$ cat src/rtl/ir_nec_tx_if.sv
// rtl/ir_nec_tx_if.sv - control and line signals of the NEC infrared transmitter
interface ir_nec_tx_if;
  logic        send;
  logic [31:0] data;
  logic        busy;
  logic        done;
  logic        irda;
  logic        ir_led;

  modport master (
    output send, data,
    input  busy, done, irda, ir_led
  );

  modport slave (
    input  send, data,
    output busy, done, irda, ir_led
  );
endinterface

$ cat src/rtl/ir_nec_tx.sv
// rtl/ir_nec_tx.sv - NEC infrared frame transmitter with demodulated and 38 kHz carrier outputs
module ir_nec_tx #(
  parameter int LEAD_MARK_DUR  = 450000,
  parameter int LEAD_SPACE_DUR = 225000,
  parameter int BIT_MARK_DUR   = 28000,
  parameter int ZERO_SPACE_DUR = 28000,
  parameter int ONE_SPACE_DUR  = 84500,
  parameter int GAP_DUR        = 2000000,
  parameter int CARRIER_HALF   = 658,
  parameter int CNT_W          = 22,
  parameter int CAR_W          = 10
) (
  input  logic         clk,
  input  logic         rst_n,
  ir_nec_tx_if.slave   bus
);

  typedef enum logic [2:0] {
    IDLE, LEAD_MARK, LEAD_SPACE, BIT_MARK, BIT_SPACE, STOP_MARK, GAP
  } state_t;

  state_t             state, state_nxt;
  logic [CNT_W-1:0]   cnt, cnt_nxt, len_m1;
  logic [31:0]        sh, sh_nxt;
  logic [5:0]         bitcnt, bitcnt_nxt;
  logic [CAR_W-1:0]   ccnt, ccnt_nxt;
  logic               cphase, cphase_nxt;
  logic               busy_nxt, done_nxt, irda_nxt, led_nxt;
  logic               last, mark_nxt;

  always_ff @(posedge clk) begin
    if (!rst_n) begin
      state      <= IDLE;
      cnt        <= '0;
      sh         <= '0;
      bitcnt     <= '0;
      ccnt       <= '0;
      cphase     <= 1'b0;
      bus.busy   <= 1'b0;
      bus.done   <= 1'b0;
      bus.irda   <= 1'b1;
      bus.ir_led <= 1'b0;
    end else begin
      state      <= state_nxt;
      cnt        <= cnt_nxt;
      sh         <= sh_nxt;
      bitcnt     <= bitcnt_nxt;
      ccnt       <= ccnt_nxt;
      cphase     <= cphase_nxt;
      bus.busy   <= busy_nxt;
      bus.done   <= done_nxt;
      bus.irda   <= irda_nxt;
      bus.ir_led <= led_nxt;
    end
  end

  always_comb begin
    state_nxt  = state;
    cnt_nxt    = cnt + CNT_W'(1);
    sh_nxt     = sh;
    bitcnt_nxt = bitcnt;
    len_m1     = '0;

    case (state)
      LEAD_MARK:            len_m1 = CNT_W'(LEAD_MARK_DUR - 1);
      LEAD_SPACE:           len_m1 = CNT_W'(LEAD_SPACE_DUR - 1);
      BIT_MARK, STOP_MARK:  len_m1 = CNT_W'(BIT_MARK_DUR - 1);
      BIT_SPACE:            len_m1 = sh[0] ? CNT_W'(ONE_SPACE_DUR - 1) : CNT_W'(ZERO_SPACE_DUR - 1);
      GAP:                  len_m1 = CNT_W'(GAP_DUR - 1);
      default:              len_m1 = '0;
    endcase
    last = (cnt == len_m1);

    case (state)
      IDLE: begin
        cnt_nxt = '0;
        if (bus.send) begin
          state_nxt  = LEAD_MARK;
          sh_nxt     = bus.data;
          bitcnt_nxt = '0;
        end
      end
      LEAD_MARK:  if (last) state_nxt = LEAD_SPACE;
      LEAD_SPACE: if (last) state_nxt = BIT_MARK;
      BIT_MARK:   if (last) state_nxt = BIT_SPACE;
      BIT_SPACE: begin
        if (last) begin
          sh_nxt     = {1'b0, sh[31:1]};
          bitcnt_nxt = bitcnt + 6'd1;
          state_nxt  = (bitcnt != 6'd31) ? BIT_MARK : STOP_MARK;
        end
      end
      STOP_MARK:  if (last) state_nxt = GAP;
      GAP:        if (last) state_nxt = IDLE;
      default:    state_nxt = IDLE;
    endcase

    if (state_nxt != state) cnt_nxt = '0;

    // Outputs are registered from the next-state view so they line up with the state register.
    mark_nxt = (state_nxt == LEAD_MARK) || (state_nxt == BIT_MARK) || (state_nxt == STOP_MARK);
    if (mark_nxt && (state_nxt != state)) begin
      ccnt_nxt   = '0;
      cphase_nxt = 1'b1;
    end else if (ccnt == CAR_W'(CARRIER_HALF - 1)) begin
      ccnt_nxt   = '0;
      cphase_nxt = ~cphase;
    end else begin
      ccnt_nxt   = ccnt + CAR_W'(1);
      cphase_nxt = cphase;
    end

    busy_nxt = (state_nxt != IDLE);
    irda_nxt = ~mark_nxt;
    led_nxt  = mark_nxt & cphase_nxt;
    done_nxt = (state_nxt == GAP) && (cnt_nxt == CNT_W'(GAP_DUR - 1));
  end

endmodule

$ cat src/flat_wrapper.sv
// flat-port wrapper written by rule: the top's interface ports become plain ports
module ir_nec_tx_flat 
#(
  parameter int LEAD_MARK_DUR  = 450000,
  parameter int LEAD_SPACE_DUR = 225000,
  parameter int BIT_MARK_DUR   = 28000,
  parameter int ZERO_SPACE_DUR = 28000,
  parameter int ONE_SPACE_DUR  = 84500,
  parameter int GAP_DUR        = 2000000,
  parameter int CARRIER_HALF   = 658,
  parameter int CNT_W          = 22,
  parameter int CAR_W          = 10
)
  (clk, rst_n, bus_send, bus_data, bus_busy, bus_done, bus_irda, bus_ir_led);
  ir_nec_tx_if bus_i ();
  input  logic clk;
  input  logic rst_n;
  input wire logic [$bits(bus_i.send)-1:0] bus_send;
  input wire logic [$bits(bus_i.data)-1:0] bus_data;
  output wire logic [$bits(bus_i.busy)-1:0] bus_busy;
  output wire logic [$bits(bus_i.done)-1:0] bus_done;
  output wire logic [$bits(bus_i.irda)-1:0] bus_irda;
  output wire logic [$bits(bus_i.ir_led)-1:0] bus_ir_led;
  assign bus_i.send = bus_send;
  assign bus_i.data = bus_data;
  assign bus_busy = bus_i.busy;
  assign bus_done = bus_i.done;
  assign bus_irda = bus_i.irda;
  assign bus_ir_led = bus_i.ir_led;
  ir_nec_tx #(.LEAD_MARK_DUR(LEAD_MARK_DUR), .LEAD_SPACE_DUR(LEAD_SPACE_DUR), .BIT_MARK_DUR(BIT_MARK_DUR), .ZERO_SPACE_DUR(ZERO_SPACE_DUR), .ONE_SPACE_DUR(ONE_SPACE_DUR), .GAP_DUR(GAP_DUR), .CARRIER_HALF(CARRIER_HALF), .CNT_W(CNT_W), .CAR_W(CAR_W)) u_core (.clk(clk), .rst_n(rst_n), .bus(bus_i));
endmodule
$ cat config.mk
export PLATFORM = sky130hd
export DESIGN_NAME = ir_nec_tx_flat
export DESIGN_NICKNAME = d
export VERILOG_FILES = /design/src/rtl/ir_nec_tx_if.sv /design/src/rtl/ir_nec_tx.sv /design/src/flat_wrapper.sv
export SDC_FILE = /design/constraint.sdc
export NUM_CORES = 1
export LEC_CHECK = 0
export CAP_MARGIN = 30
export CORE_MARGIN = 3
export CORE_UTILIZATION = 54
export DETAILED_ROUTE_END_ITERATION = 10
export GPL_TIMING_DRIVEN = 0
export PLACE_DENSITY = 0.75
export SLEW_MARGIN = 0
export SYNTH_ARGS = -nofsm -noshare
export SYNTH_HDL_FRONTEND = slang
export SYNTH_SLANG_ARGS = --single-unit
$ cat constraint.sdc
create_clock -name clk -period 5.4 [get_ports clk]
set_clock_uncertainty 0.05 [all_clocks]
set_input_delay 1.62 -clock clk [delete_from_list [all_inputs] [get_ports clk]]
set_output_delay 1.62 -clock clk [all_outputs]
set_load 0.005 [all_outputs]
Word level (Yosys, flattened, before mapping)
Index checks and enable logic that the tools add are counted.
- equality and inequality tests: 17
- multiplexer cells: 21
- reduce and logical (&&, ||, !) cells: 10
- add/sub/neg operators: 3
- bitwise logic cells: 4
- operators with widths (cell ; number):
    22-bit case mux with 5 select lines ; 1
    32-bit two-way mux ; 2
    32-bit case mux with 2 select lines ; 1
    22-bit two-way mux ; 2
    3-bit two-way mux ; 8
    22-bit by 1-bit adder with 22-bit output (second input constant) ; 1
    22-bit by 21-bit equality test with 1-bit output (second input constant) ; 1
    22-bit equality test ; 1
    3-bit case mux with 7 select lines ; 1
    17-bit two-way mux ; 1
    3-bit equality test (second input constant) ; 5
    6-bit two-way mux ; 2
    6-bit case mux with 2 select lines ; 1
    10-bit by 1-bit adder with 10-bit output (second input constant) ; 1
    10-bit equality test (second input constant) ; 1
    3-bit by 2-bit equality test with 1-bit output (second input constant) ; 3
    6-bit by 1-bit adder with 6-bit output (second input constant) ; 1
    3-bit by 1-bit equality test with 1-bit output (second input constant) ; 2
    6-bit by 5-bit inequality test with 1-bit output (second input constant) ; 1
    3-bit zero test ; 1
    3-bit inequality test ; 1
    1-bit NOT ; 3
    3-bit AND reduction ; 1
    3-bit nonzero test ; 1
    9 further kinds ; 12
- word-level logic and storage cells: 65
- input port bits: 35
- flip-flop bits (word level): 78
- output and inout bits: 4

Longest topological paths before layout
Gate-level depths: netlist (run 1).
- word-level depth: 12
- gate-level depth with buffers: 11
- depth with buffers taken out: 8

Worst setup path before layout (run 1)
Ideal clock, no wire load.
- kind: input-to-reg
- from: input port bus_send
- to: register u_core.bitcnt[3]
- library setup time: 0.123 ns
- arrival: 2.408 ns
- setup slack: 2.819 ns
- cell stages on the path: 4
- path through: nand2_1 > clkbuf_1 > a21oi_1 > mux2_1
- word-level cells in the longest chain between the ends: 2
- RTL lines (what ; line ; text):
    start, declared ; flat_wrapper.sv:18 ; input wire logic [$bits(bus_i.send)-1:0] bus_send;
    2-bit inequality test (no line) ; -- ;
    3-bit AND reduction (no line) ; -- ;
    end signal, assigned ; ir_nec_tx.sv:47 ; bitcnt <= bitcnt_nxt;
    end, declared ; ir_nec_tx.sv:25 ; logic [5:0] bitcnt, bitcnt_nxt;
Every way passes these cells.
A chain may end at the register's enable or synchronous reset.

Final worst setup path (run 1)
- from: register u_core.cnt[0]
- to: register u_core.bus.done
- word-level cells in the longest chain between the ends: 7
- RTL lines (what ; line ; text):
    start, declared ; ir_nec_tx.sv:23 ; logic [CNT_W-1:0] cnt, cnt_nxt, len_m1;
    start signal, assigned ; ir_nec_tx.sv:45 ; cnt <= cnt_nxt;
    branches (longest 6 deep; another with 22-bit by 1-bit adder with 22-bit output) ; -- ;
    1-bit logical AND * ; ir_nec_tx.sv:116 ; done_nxt = (state_nxt == GAP) && (cnt_nxt == CNT_W'(GAP_DUR - 1));
    end signal, assigned ; ir_nec_tx.sv:51 ; bus.done <= done_nxt;
    end, declared ; ir_nec_tx_if.sv:17 ; output busy, done, irda, ir_led
Mark *: on every way between the ends.

==> results of run 1 <==
==> state kept, by name (all words and copies together), names as in the netlist <==
| name | cells |
|---|---|
| u_core.state | 3 |
| u_core.bus.busy | 1 |
| u_core.cnt | 22 |
| u_core.bitcnt | 6 |
| u_core.sh | 32 |
| u_core.cphase | 1 |
| u_core.bus.irda | 1 |
| u_core.bus.ir_led | 1 |
| u_core.ccnt | 10 |
| u_core.bus.done | 1 |
==> critical path: cells and delay by family, from the launching register on <==
family / cells / cell delay, ns
AOI/OAI and AO/OA: 3 / 1.36
and+or+nand+nor: 4 / 1.00
DFF: 1 / 0.50
adders and majority gates: 1 / 0.28
==> stage by stage <==
step | std cells | setup slack [ns] | cell area [sq um] | power [mW]
final | 691 | 2.128 | 5121 | 1.450
after global routing | 691 | 1.932 | 5121 | 1.515
after CTS | 691 | 2.233 | 5121 | 1.453
after detailed placement | 676 | 1.884 | 4886 | 0.9248
after global placement | 676 | 1.899 | 4886 | 0.9186
after floorplan | 536 | 2.819 | 4378 | 0.8410
==> kinds of logic after synthesis <==
family          share of synthesized area (%)
simple gates                            33.64
mux                                     1.257
buf+inv                                 6.030
flops                                   35.67
fa+ha+maj                               1.143
compound gates                          14.86
xor+xnor                                7.402
==> synth_stat cells, types with 3 or more instances <==
cell type / instances / share of area, %
nor2b_1: 37 / 5.3
clkbuf_1: 30 / 2.6
xnor2_1: 20 / 4.0
nand4_1: 9 / 1.3
mux2_1: 3 / 0.77
o21ai_0: 7 / 0.80
and3_1: 19 / 2.7
nor2_1: 49 / 4.2
nor3b_1: 3 / 0.51
buf_6: 3 / 0.77
a221oi_1: 32 / 6.4
o211ai_1: 3 / 0.51
dfxtp_1: 78 / 36
nand3_1: 20 / 2.3
nand2b_1: 6 / 0.86
or3_1: 5 / 0.71
inv_1: 7 / 0.60
a21oi_1: 8 / 0.91
nand3b_1: 3 / 0.51
xor2_1: 17 / 3.4
nand2_1: 22 / 1.9
ha_1: 4 / 1.1
buf_2: 16 / 1.8
nor3_1: 78 / 8.9
a31oi_1: 5 / 0.71
==> report_power, final <==
part	internal (mW)	switching (mW)
combinational	0.126	0.146
sequential	0.617	0.0277
clock	0.307	0.226
==> worst paths after layout <==
check / cells after the start / from / slack (ns) / end
hold reg to reg: 1 / u_core.ccnt[0] / 0.42 / u_core.ccnt[0]
setup / recovery: 8 / u_core.cnt[0] / 2.13 / u_core.bus.done
hold / removal: 1 / u_core.ccnt[0] / 0.42 / u_core.ccnt[0]
setup reg to reg: 8 / u_core.cnt[0] / 2.13 / u_core.bus.done
==> final cells by class <==
type,count,share of cell area [%]
Clock inverter,5,2.101
Buffer,50,4.495
Multi-Input combinational cell,399,49.84
Sequential cell,78,30.49
Timing Repair Buffer,38,7.427
Inverter,9,0.6597
Clock buffer,10,2.492
Tap cell,102,2.492
==> routing by layer <==
metal / track usage (%) / up-vias / share of wire, %
li1: - / 2039 / -
met1: 32.71 / 1960 / 45
met2: 41.06 / 155 / 48
met3: 5.317 / 20 / 5.6
met4: 7.109 / 0 / 2.2
met5: 0 / - / 0
==> results.cfg, run 1 <==
[setup_path]
critical-path-slowest-cell = a2111oi_0
critPathMaxStageDelay_ns = 0.66
timing.critical_path.cells = ha_1, nand3_1, nor2_1, and3_1, nand3_1, a2111oi_0, o2111ai_1, a2111oi_2
worst_setup_path_end_kind = register
cp_data_arrival_time_ns = 3.48
critPathMostFrequentCell = nand3_1
worst-path-max-fanout = 9
crit_path_start_kind = register
cp.required_ns = 5.61
timing.setup.critical_path_class = register to register

[cells_and_area]
multi_input_area_sq_um = 2552
final_layout_size_suffix_gt1_share_pct = 7.640
most_frequent_cells_in_the_layout = nor3_1 (78), dfxtp_1 (78), nor2_1 (49)
num-nets-final = 624
filler_cell_count = 700
syn_to_final_growth_pct = 16.98
sequential_area_sq_um = 1562
antenna_cells = 0
layout.core_utilization_pct = 65.59

[sta]
fmax_mhz = 305.6
timing.final.max_slew_violations = 0
tightestPinTransition_ns = 0.7884
setup_viol = 0
report.final.hold_viol_count = 0
slew_hr_pct = 46.70
final.period_utilization_pct = 60.60
totalNegativeSetupSlack_ns = 0
rsz0062_at_grt = no
hold-worst-slack_ns = 0.4237
post-route-min-period_ns = 3.272

[power_and_ir_drop]
cellPowerDensity_nw_per_um2 = 283.1
power.static_leakage_nw = 1.820
max_rail_drop_vdd_uv = 145.4

[synth]
share_of_synthesized_area_occupied_by_flip_flops_and_latches_pct = 35.67
synthesis.area_sq_um = 4378
synth_cell_types = 67
synth-warning-count = 0
syn_avg_cell_area_sq_um = 8.168
postSynth.topFlopCell = dfxtp_1
ys_ff_latch = 78
post_synth_inst_count = 536
synthesis.nets = 575
number_of_synthesized_flops_with_an_enable_pin = 0
synth_async_sr_flop_share_pct = 0

[floorplanning]
i_o_pin_count = 39
die-area_sq_um = 9224
core_area_sq_um = 7807
die_w_um = 96.04
chipHeight_um = 96.04
initial_utilization_pct = 56.07
number_of_rows_in_the_core_area = 32

[place]
routabilityCongestion = 0.8800
hpwl_um = 7822
port-buffer-count = 38

[clocking]
max-clock-path-buffers = 2
insertion_delay_ns = 0.36
clock_sink_count = 78
clock_tree.root_cell = clkbuf_8
postCtsSetupBuffers = 0
clock_pin_slew_of_the_registers_on_the_worst_case_setup_and_hold_paths_ns = 0.09
postCtsResizedCells = 0
cts_buffers = 9
ctsHoldBuffers = 0
cts_tree = yes
clock_tree.htree_level_count = 3

[detailed_routing]
wl_per_cell_um = 15.71
vias = 4174
drt_iter0_markers = 223
vias_per_cell = 6.041
detail_route.drc_violations = 0
final_antenna_net_count = 0
drt_wl_total_um = 10860
drt_first_pass_iters = 7

[global_routing]
antenna_found_initial = 0
vias_in_the_first_global_route = 3780
global_route_wire_length_before_repair_um = 18260
globalRouteTotalUtil_pct = 24.91
grt_remaining_overflow = 0
largest_net_degree_at_the_start_of_global_routing = 14

[job]
max_cap_viol_count = 0

[hold_path]
hp-class = register to register

[run_status]
run_status = finished, final reports clean
No activity file was read; power rests on OpenSTA's default activity.
==> run 2, diff against run 1 <==
--- a/config.mk
+++ b/config.mk
@@ -7,10 +7,10 @@
 export LEC_CHECK = 0
 export CAP_MARGIN = 30
 export CORE_MARGIN = 3
-export CORE_UTILIZATION = 54
+export CORE_UTILIZATION = 52
 export DETAILED_ROUTE_END_ITERATION = 10
 export GPL_TIMING_DRIVEN = 0
-export PLACE_DENSITY = 0.75
+export PLACE_DENSITY = 0.76
 export SLEW_MARGIN = 0
 export SYNTH_ARGS = -nofsm -noshare
 export SYNTH_HDL_FRONTEND = slang
==> constraint.sdc (replaced) <==
create_clock -name clk -period 3 [get_ports clk]
set_clock_uncertainty 0.05 [all_clocks]
set_input_delay 0.9 -clock clk [delete_from_list [all_inputs] [get_ports clk]]
set_output_delay 0.9 -clock clk [all_outputs]
set_load 0.005 [all_outputs]
==> run 2 against run 1 <==
Compared with the run above:
- critical path depth increased by 2
- global-route usage shrank 2.3 points
- sequential power is 80% higher
- die area up 3.6%
- via count decreased by 0.91%
- combinational power is 83% higher
==> results.cfg, run 2 (synthesized netlist as in run 1, its figures left out) <==
[run_status]
run_status = finished, final reports clean

[job]
max_cap_viol_count = 0

[power_and_ir_drop]
netSwitchingFraction_pct = 27.73
cellPowerDensity_nw_per_um2 = 508.3
p_clk_share_pct = 36.7
power.static_leakage_nw = 1.832
p_seq_share_pct = 44.3
post-layout-total-power_mw = 2.621
max_rail_drop_vdd_uv = 251.4
power.internal_mw = 1.894
net_switching_component_of_the_power_mw = 0.7268
power.share.combinational_pct = 19.0

[clocking]
max-clock-path-buffers = 2
clock_sink_count = 78
clock_tree.root_cell = clkbuf_8
cts_tree = yes
clock_tree.htree_level_count = 3
clock_pin_slew_of_the_registers_on_the_worst_case_setup_and_hold_paths_ns = 0.08
insertion_delay_ns = 0.36
postCtsSetupBuffers = 0
cts_buffers = 9

[sta]
post-route-min-period_ns = 2.840
fmax_mhz = 352.1
slew_hr_pct = 59.05
setup_viol = 0
timing.final.max_slew_violations = 0
final.period_utilization_pct = 94.68
tightestPinTransition_ns = 0.6109
hold-worst-slack_ns = 0.4289
totalNegativeSetupSlack_ns = 0
rsz0062_at_grt = no
report.final.hold_viol_count = 0

[cells_and_area]
filler_cell_count = 696
layout.core_utilization_pct = 65.04
antenna_cells = 0
top_register = u_core.sh
final_layout_size_suffix_gt1_share_pct = 8.983
cell_count_final_fillers_out = 692
top_regs = u_core.sh x32, u_core.cnt x22, u_core.ccnt x10
num-nets-final = 624
largest_register_ff_count = 32
syn_to_final_growth_pct = 17.78
most_frequent_cells_in_the_layout = nor3_1 (78), dfxtp_1 (78), nor2_1 (48)

[place]
port-buffer-count = 38
dp.cells = 676
hpwl_um = 7846
routabilityCongestion = 0.9096

[setup_path]
critical_path_depth = 10
path_buf_inv = 3
cpLargestDelayFamily = simple AND/OR/NAND/NOR gates
worst-path-max-fanout = 10
critPathMaxStageDelay_ns = 0.38
worst_setup_path_end_kind = register
timing.setup.critical_path_class = register to register
timing.critical_path.cells = buf_6, or3_1, a211oi_1, o22ai_1, nor4_4, nand3_1, buf_2, buf_2, a221oi_1, nor3_1
critical-path-slowest-cell = or3_1
crit_path_start_kind = register
critPathMostFrequentCell = buf_2
cp_data_arrival_time_ns = 3.02
worst_r2r_path_depth = 10
cp.required_ns = 3.17

[detailed_routing]
drt_iter0_markers = 272
vias_per_cell = 5.977
final_antenna_net_count = 0
wl_per_cell_um = 15.68
drt_wl_total_um = 10850
drt_first_pass_iters = 6
detail_route.drc_violations = 0
vias = 4136

[hold_path]
holdPathStages = 1
hp-class = register to register

[global_routing]
grt_remaining_overflow = 0
largest_net_degree_at_the_start_of_global_routing = 15
global_route_wire_length_before_repair_um = 18310
vias_in_the_first_global_route = 3951
globalRouteTotalUtil_pct = 22.62
antenna_found_initial = 0

[floorplanning]
i_o_pin_count = 39
die_w_um = 97.76
core_area_sq_um = 7928
number_of_rows_in_the_core_area = 32
chipHeight_um = 97.76
initial_utilization_pct = 55.22
die-area_sq_um = 9556
==> run 2: through the flow <==
stage / instance area (sq um) / setup slack [ns]
final: 5156 / 0.1596
after global placement: 4886 / -0.06766
after floorplan: 4378 / 0.6303
after CTS: 5135 / 0.1182
after detailed placement: 4886 / -0.1063
after global routing: 5156 / 0.002615
==> run 2: layer usage <==
layer / vias up / share of wire [%] / track usage, %
li1: 2039 / - / -
met5: - / 0 / 0
met3: 13 / 6.6 / 4.786
met2: 154 / 46 / 37.01
met1: 1930 / 46 / 30.35
met4: 0 / 1.2 / 6.177
==> run 2: final cells by class <==
cell class | count | area [sq um] | share of cell area (%)
Clock inverter | 7 | 121.4 | 2.354
Timing Repair Buffer | 38 | 380.4 | 7.377
Sequential cell | 78 | 1562 | 30.28
Clock buffer | 9 | 123.9 | 2.402
Buffer | 50 | 231.5 | 4.489
Inverter | 9 | 33.78 | 0.6552
Tap cell | 102 | 127.6 | 2.475
Multi-Input combinational cell | 399 | 2576 | 49.96
==> run 2: power groups by stage <==
stage	Combinational (mW)	Clock, mW	Sequential, mW
after floorplan	0.345	0	1.17
after global placement	0.480	0	1.18
after detailed placement	0.489	0	1.18
after CTS	0.491	0.977	1.16
after global routing	0.545	1.02	1.17
final	0.498	0.963	1.16
==> run 2: worst paths after layout <==
kind	start	end	slack (ns)
hold reg to reg	u_core.ccnt[0]	u_core.ccnt[0]	0.43
hold / removal	u_core.ccnt[0]	u_core.ccnt[0]	0.43
setup / recovery	u_core.state[2]	u_core.sh[27]	0.16
setup reg to reg	u_core.state[2]	u_core.sh[27]	0.16
==> run 2: what timing repair did <==
action	CTS	global route
resized for setup	2	7
hold buffers	0	0
setup endpoints to repair	1	6
